==> config.mk <==
export PLATFORM = sky130hd
export DESIGN_NAME = glb_rd_arb
export DESIGN_NICKNAME = d
export VERILOG_FILES = /design/src/rtl/glb_rd_arb.sv
export SDC_FILE = /design/constraint.sdc
export NUM_CORES = 1
export LEC_CHECK = 0
export CAP_MARGIN = 20
export CORE_AREA = 3 3 226 228
export CTS_CLUSTER_DIAMETER = 30
export DETAILED_ROUTE_END_ITERATION = 7
export DIE_AREA = 0 0 229 231
export HOLD_SLACK_MARGIN = 0.1
export PLACE_DENSITY = 0.39
export SETUP_SLACK_MARGIN = 0.2
export SLEW_MARGIN = 5
export SYNTH_ARGS = -nofsm -noshare
export SYNTH_HDL_FRONTEND = slang
export SYNTH_SLANG_ARGS = --single-unit
==> constraint.sdc <==
create_clock -name clk -period 3.4 [get_ports clk]
set_clock_uncertainty 0.05 [all_clocks]
set_input_delay 0.34 -clock clk [delete_from_list [all_inputs] [get_ports clk]]
set_output_delay 0.34 -clock clk [all_outputs]
set_load 0.05 [all_outputs]
==> src/rtl/glb_rd_arb.sv <==
// rtl/glb_rd_arb.sv - GLB read-port arbiter with in-order response routing to requesters
// Optional build macro GLB_RD_ARB_PRIO_EN: requester 0 wins whenever valid, others round-robin.
module glb_rd_arb #(
    parameter int NUM_REQ    = 4,
    parameter int ADDR_WIDTH = 10,
    parameter int DATA_WIDTH = 256,
    parameter int FIFO_DEPTH = 4
) (
    input  logic                          clk,
    input  logic                          rst_n,
    input  logic                          Clr,
    input  logic [NUM_REQ-1:0]            REQ_AddrVld,
    input  logic [NUM_REQ*ADDR_WIDTH-1:0] REQ_Addr,
    output logic [NUM_REQ-1:0]            REQ_AddrRdy,
    output logic [DATA_WIDTH-1:0]         REQ_Data,
    output logic [NUM_REQ-1:0]            REQ_DataVld,
    input  logic [NUM_REQ-1:0]            REQ_DataRdy,
    output logic [ADDR_WIDTH-1:0]         GLB_Addr,
    output logic                          GLB_AddrVld,
    input  logic                          GLB_AddrRdy,
    input  logic [DATA_WIDTH-1:0]         GLB_Data,
    input  logic                          GLB_DataVld,
    output logic                          GLB_DataRdy
);
    localparam int IW = (NUM_REQ > 1) ? $clog2(NUM_REQ) : 1;
    localparam int FW = $clog2(FIFO_DEPTH);

    typedef enum logic {ARB, HOLD} state_t;

    state_t        state;
    logic [IW-1:0] ptr;
    logic [IW-1:0] holdGnt;
    logic [IW-1:0] arbGnt;
    logic          arbFound;
    logic [IW-1:0] gnt;
    logic [IW-1:0] gntNext;
    logic          notFull;
    logic          push;
    logic          pop;
    logic [IW-1:0] idFifo [FIFO_DEPTH];
    logic [FW-1:0] wrPtr;
    logic [FW-1:0] rdPtr;
    logic [FW:0]   cnt;
    logic [IW-1:0] head;

    // First valid requester at or after ptr, wrapping; requester 0 is skipped here in the priority build
    always_comb begin
        logic [IW:0] idx;
        arbGnt   = '0;
        arbFound = 1'b0;
        idx      = '0;
        for (int k = 0; k < NUM_REQ; k++) begin
            idx = {1'b0, ptr} + (IW+1)'(k);
            if (idx >= (IW+1)'(NUM_REQ))
                idx = idx - (IW+1)'(NUM_REQ);
`ifdef GLB_RD_ARB_PRIO_EN
            if (!arbFound && (idx != '0) && REQ_AddrVld[idx[IW-1:0]]) begin
`else
            if (!arbFound && REQ_AddrVld[idx[IW-1:0]]) begin
`endif
                arbGnt   = idx[IW-1:0];
                arbFound = 1'b1;
            end
        end
`ifdef GLB_RD_ARB_PRIO_EN
        if (REQ_AddrVld[0]) begin
            arbGnt   = '0;
            arbFound = 1'b1;
        end
`endif
    end

    assign gnt         = (state == HOLD) ? holdGnt : arbGnt;
    assign gntNext     = (gnt == IW'(NUM_REQ - 1)) ? '0 : gnt + 1'b1;
    assign notFull     = (cnt < (FW+1)'(FIFO_DEPTH));
    assign GLB_AddrVld = ((state == HOLD) | arbFound) & notFull & ~Clr;
    assign GLB_Addr    = REQ_Addr[int'(gnt)*ADDR_WIDTH +: ADDR_WIDTH];
    assign push        = GLB_AddrVld & GLB_AddrRdy;
    assign REQ_AddrRdy = push ? (NUM_REQ'(1) << gnt) : '0;

    // Return path: data is routed to whoever owns the oldest outstanding read
    assign head        = idFifo[rdPtr];
    assign GLB_DataRdy = (cnt == '0) ? 1'b1 : REQ_DataRdy[head];
    assign pop         = GLB_DataVld & GLB_DataRdy & (cnt != '0);
    assign REQ_Data    = GLB_Data;
    assign REQ_DataVld = (GLB_DataVld && (cnt != '0)) ? (NUM_REQ'(1) << head) : '0;

    always_ff @(posedge clk or negedge rst_n) begin
        if (!rst_n) begin
            state   <= ARB;
            ptr     <= '0;
            holdGnt <= '0;
            wrPtr   <= '0;
            rdPtr   <= '0;
            cnt     <= '0;
        end else if (Clr) begin
            state   <= ARB;
            ptr     <= '0;
            wrPtr   <= '0;
            rdPtr   <= '0;
            cnt     <= '0;
        end else begin
            if (push) begin
                state <= ARB;
                ptr   <= gntNext;
                wrPtr <= wrPtr + 1'b1;
            end else if (GLB_AddrVld) begin
                state   <= HOLD;
                holdGnt <= gnt;
            end
            if (pop)
                rdPtr <= rdPtr + 1'b1;
            case ({push, pop})
                2'b10:   cnt <= cnt + 1'b1;
                2'b01:   cnt <= cnt - 1'b1;
                default: cnt <= cnt;
            endcase
        end
    end

    always_ff @(posedge clk) begin
        if (push)
            idFifo[wrPtr] <= gnt;
    end
endmodule

==> impl_metrics.toml, run 1 <==
[die]
fp.dieArea_um2 = 52900
die_w_um = 229
core_area_um2 = 49100
start_util_pct = 7.18
die_h_um = 231
num_rows = 81
ios = 585

[global_routing]
grt_usage_pct = 4.06
overflow = 0
antenna_found_initial = 0
grt_pass1_wl_um = 15300
grt_start_max_net_pins = 23
grt_pass1_vias = 2159

[final_layout]
num_antenna_cells = 0
mostFrequentLayoutCell = "clkdlybuf4s50_1"
final_cell_mix = "56 x clkdlybuf4s50_1, 35 x mux2i_1, 14 x buf_4"
nNetsFinal = 554
fill_cells = 5775
drive_gt1_share_pct = 18.3
fin_area_um2 = 3450
syn_to_final_growth_pct = -2.13

[routing]
vias_per_cell = 2.08
drc = 0
ant_nets = 0
wl_per_cell_um = 12.7
wirelength_um = 11400
firstDrtPassIters = 4
via_count = 1870
drt_iter0_markers = 29

[logic_synthesis]
avgSynthCellArea_um2 = 8.59
synthesis.nets = 728
synth_simple_gate_area_share_pct = 7.28
synth_compound_area_share_pct = 3.76
ys_warn_count = 0
synth_cell_type_count = 40
yosysSeqAreaShare_pct = 15.3
synth-edff-count = 8
syn_area_um2 = 3520
ys_ff_latch = 20
muxShareOfSynthArea_pct = 13.1
synth_top_family_by_area = "buffers and inverters"
synth_xor_area_share_pct = 0.746
netlist_instances = 410
synth_ff_type = "dfrtp_1"
synthAdderAreaFrac_pct = 3.41
async_flop_share_pct = 60.0

[timing]
slew_violations = 0
setup_violations = 0
tns_ns = 0
fmax_mhz = 329
hold_viol = 0
layout_setup_ws_ns = 0.361
layout_min_cycle_time_ns = 3.04
worst_hold_slack_ns = 0.444
tightest_slew_ns = 0.661
relSlewSlack_pct = 55.8
rsz0062_at_grt = "false"
fin_crit_sh_pct = 89.4

[setup_path]
cp-end-kind = "primary output"
cp.required_ns = 3.01
cp.arrival_ns = 2.65
critPathMaxFanout = 10
start_kind = "primary input"
path_class = "in -> out"

[placement]
dp_hpwl_um = 9780
io_buffers = 72
placed_cell_area_um2 = 3330
place_ws_ns = 0.246
routabilityCongestion = 0.602

[clock_network]
cts_made_buffers = 3
cts_tree = "yes"
cts.htree.levels = 1
path_clk_slew_ns = 0.06
ctsLongestPathBuffers = 2
clock-sinks = 20
cts-hold-fix-buffers = 0
clock-root-buffer = "clkbuf_16"
clkLatencyLatePin_ns = 0.25

[power_and_ir_drop]
p_leak_uw = 0.00122
power_uw = 1710
seqPwrFrac_pct = 20.2
comb_power_share_pct = 60.9
power_switching_uw = 695
switching_share_pct = 40.7
p_per_area_nw_per_um2 = 495
p_int_uw = 1010
p_clk_share_pct = 18.9
ir_worst_vdd_v = 0.000223

[flow_run]
cap_violations = 0

[status]
outcome = "finished clean"

[hold_path]
hp-class = "in -> async"
cells by family after synthesis:
kind of cell / count (synthesis)
buffers and inverters: 270
and+or+nand+nor: 48
muxes: 42
DFF: 20
AOI/OAI and AO/OA: 18
adders and majority gates: 9
xor gates and xnor gates: 3
per-stage QoR:
stage,utilization (%),std cells
finish,7.03,899
global route,7.03,899
CTS,7.01,899
detailed placement,6.80,895
global placement,6.80,895
floorplan,-,410
power by group through the flow:
stage	logic, uW	clock network [uW]	registers [uW]
detailed placement	1060	0	350
finish	1040	323	345
floorplan	1390	0	334
CTS	1060	335	347
global placement	1070	0	351
global route	1110	346	353
timing repair:
action	CTS	global route
setup buffers	0	0
setup endpoints to repair	1	2
resized for setup	1	1
worst paths after layout:
path,startpoint,endpoint,slack (ns),depth (start not counted)
max in group asynchronous,rst_n,state,2.43,1
hold / removal,rst_n,holdGnt[0],0.44,1
hold reg to reg,holdGnt[0],holdGnt[0],0.47,1
setup / recovery,REQ_AddrVld[1],GLB_Addr[9],0.36,8
setup reg to reg,rdPtr[0],cnt[2],0.58,7
min in group clk,holdGnt[0],holdGnt[0],0.47,1
synthesized netlist by cell type (2+ instances only):
master | count | area (um2)
ha_1 | 8 | 100
edfxtp_1 | 8 | 240
buf_2 | 2 | 10.0
nand2b_1 | 4 | 25.0
clkbuf_1 | 4 | 15.0
o31ai_1 | 3 | 22.5
nor2b_1 | 2 | 12.5
or2b_1 | 2 | 15.0
inv_1 | 7 | 26.3
o21ai_0 | 2 | 10.0
nor3b_1 | 2 | 15.0
nand2_1 | 10 | 37.5
and2_1 | 7 | 43.8
dfrtp_1 | 12 | 300
buf_4 | 256 | 1920
nor3_1 | 3 | 15.0
a21oi_1 | 3 | 15.0
o31a_1 | 2 | 17.5
mux2i_1 | 35 | 350
o21ai_1 | 2 | 10.0
mux2_2 | 3 | 33.8
mux4_2 | 3 | 67.6
xnor2_1 | 2 | 17.5
nor2_1 | 12 | 45.0
flip-flops by register name, indices dropped and copies added (netlist names):
signal,flops
ptr,2
holdGnt,2
state,1
rdPtr,2
cnt,3
idFifo,8
wrPtr,2
critical path, cell delays in order:
cell and delay [ns]:
clkdlybuf4s50_1 0.61, mux2i_1 0.11, a221o_1 0.35, o21ai_1 0.36
inv_1 0.15, buf_4 0.24, mux2i_1 0.28, buf_12 0.18
layout make-up:
type / count / area (um2) / share of cell area, %
clock buffers: 3 / 75.1 / 2.18
clock inverters: 1 / 30.0 / 0.871
inverters: 7 / 26.3 / 0.762
multi-input cells: 120 / 1010 / 29.3
flip-flops and latches: 20 / 541 / 15.7
well taps: 664 / 831 / 24.1
repair buffers: 84 / 935 / 27.1
layer usage:
| metal | share of wire (%) | vias up | GRT usage [%] |
|---|---|---|---|
| li1 | - | 714 | - |
| met4 | 6.8 | 0 | 2.80 |
| met2 | 47 | 280 | 6.50 |
| met1 | 27 | 778 | 3.17 |
| met3 | 20 | 98 | 3.66 |
| met5 | 0 | - | 0 |
Note: power is estimated with default switching activity, not from simulation.
==> inputs of run 2 (changes only) <==
Settings changed: SETUP_SLACK_MARGIN 0.2 to 0.3.
==> impl_metrics.toml, run 2 (synthesized netlist as in run 1, its figures left out) <==
[final_layout]
top_regs = "idFifo (8), cnt (3)"
num_antenna_cells = 0
final_util_pct = 7.07
syn_to_final_growth_pct = -1.60
largest_reg_flops = 8
nNetsFinal = 554
fin_cells = 899
mostFrequentLayoutCell = "clkdlybuf4s50_1"
fin_area_um2 = 3470
drive_gt1_share_pct = 19.1
final_cell_mix = "53 x clkdlybuf4s50_1, 35 x mux2i_1, 13 x buf_4, 13 x buf_12"
regMostFlops = "idFifo"

[global_routing]
grt_pass1_wl_um = 15300
grt_start_max_net_pins = 23
antenna_found_initial = 0
grt_usage_pct = 4.05
grt_pass1_vias = 2170
overflow = 0

[timing]
slew_violations = 0
layout_min_cycle_time_ns = 2.96
tns_ns = 0
hold_viol = 0
rsz0062_at_grt = "false"
fmax_mhz = 337
setup_violations = 0
tightest_slew_ns = 0.661
relSlewSlack_pct = 55.8
layout_setup_ws_ns = 0.437
fin_crit_sh_pct = 87.2

[die]
num_rows = 81
fp.dieArea_um2 = 52900
core_area_um2 = 49100
die_h_um = 231
ios = 585
die_w_um = 229
start_util_pct = 7.18

[clock_network]
cts.htree.levels = 1
clkLatencyLatePin_ns = 0.25
cts_made_buffers = 3
ctsLongestPathBuffers = 2
cts-hold-fix-buffers = 0
cts_setup_buffers = 0
clock-root-buffer = "clkbuf_16"
cts_tree = "yes"
clock-sinks = 20
path_clk_slew_ns = 0.06

[setup_path]
reg2regPathDepth = 7
rr_startpoint = "rdPtr[0]"
cp-end-kind = "primary output"
ff2ff_setup_slack_ns = 0.58
path_class = "reg -> out"
cp.required_ns = 3.01
setup.worst_path.start = "rdPtr[0]"
cp.arrival_ns = 2.57
r2r-end = "cnt[2]"
start_kind = "flop"
critPathMaxFanout = 4

[routing]
drt_iter0_markers = 26
firstDrtPassIters = 4
drc = 0
wl_per_cell_um = 12.7
wirelength_um = 11500
vias_per_cell = 2.08
via_count = 1871
ant_nets = 0

[power_and_ir_drop]
p_per_area_nw_per_um2 = 493
ir_worst_vdd_v = 0.000223
p_leak_uw = 0.00126

[placement]
place_ws_ns = 0.246
io_buffers = 72
placed_cell_area_um2 = 3330
place_inst = 895
dp_hpwl_um = 9780
routabilityCongestion = 0.602

[flow_run]
cap_violations = 0

[status]
outcome = "finished clean"

[hold_path]
hp-class = "in -> async"
## run 2: worst max path at each step
| stage | to | slack, ns | cells after the start |
|---|---|---|---|
| floorplan | GLB_Addr[0] | 0.46 | 7 |
| global placement | REQ_AddrRdy[3] | 0.25 | 7 |
| detailed placement | REQ_AddrRdy[3] | 0.25 | 7 |
| CTS | REQ_AddrRdy[3] | 0.33 | 7 |
| global route | REQ_DataVld[1] | 0.30 | 4 |
| finish | REQ_DataVld[1] | 0.44 | 4 |
## run 2: metrics by stage
step	hold WS [ns]	power [uW]
after global placement	0.477	1420
after CTS	0.477	1750
after floorplan	-0.00559	1720
after global routing	0.492	1820
final	0.445	1710
after detailed placement	0.464	1410
## run 2: power breakdown
group | internal, uW | switching, uW | total [uW]
Sequential | 302 | 43.3 | 345
Clock | 234 | 89.3 | 323
Combinational | 480 | 560 | 1040
## run 2: critical path, cell delays in order, from the launching register on
cell	delay [ns]
dfrtp_1	0.44
mux4_2	0.57
nand2b_1	0.21
nor2_1	0.19
clkdlybuf4s50_1	0.90
## run 2: final cells by class
cell class              count  area (um2)
inverters                   7        26.3
clock inverters             1        30.0
fillers                  5774       45600
repair buffers             84         946
clock buffers               3        75.1
flip-flops and latches     20         541
multi-input cells         120        1020
well taps                 664         831
## run 2: metal layers
metal | global-route usage, % | vias to the layer above | share of wire [%]
met3 | 3.58 | 102 | 19
met4 | 2.80 | 2 | 6.8
met5 | 0.643 | - | 0.37
li1 | - | 713 | -
met2 | 6.49 | 280 | 47
met1 | 3.14 | 774 | 27
## run 2: repair_timing
| action | in CTS | in global routing |
|---|---|---|
| pin swaps | 1 | 1 |
| endpoints found under the setup margin | 3 | 12 |
| resized for setup | 2 | 6 |
| gates cloned | 0 | 0 |
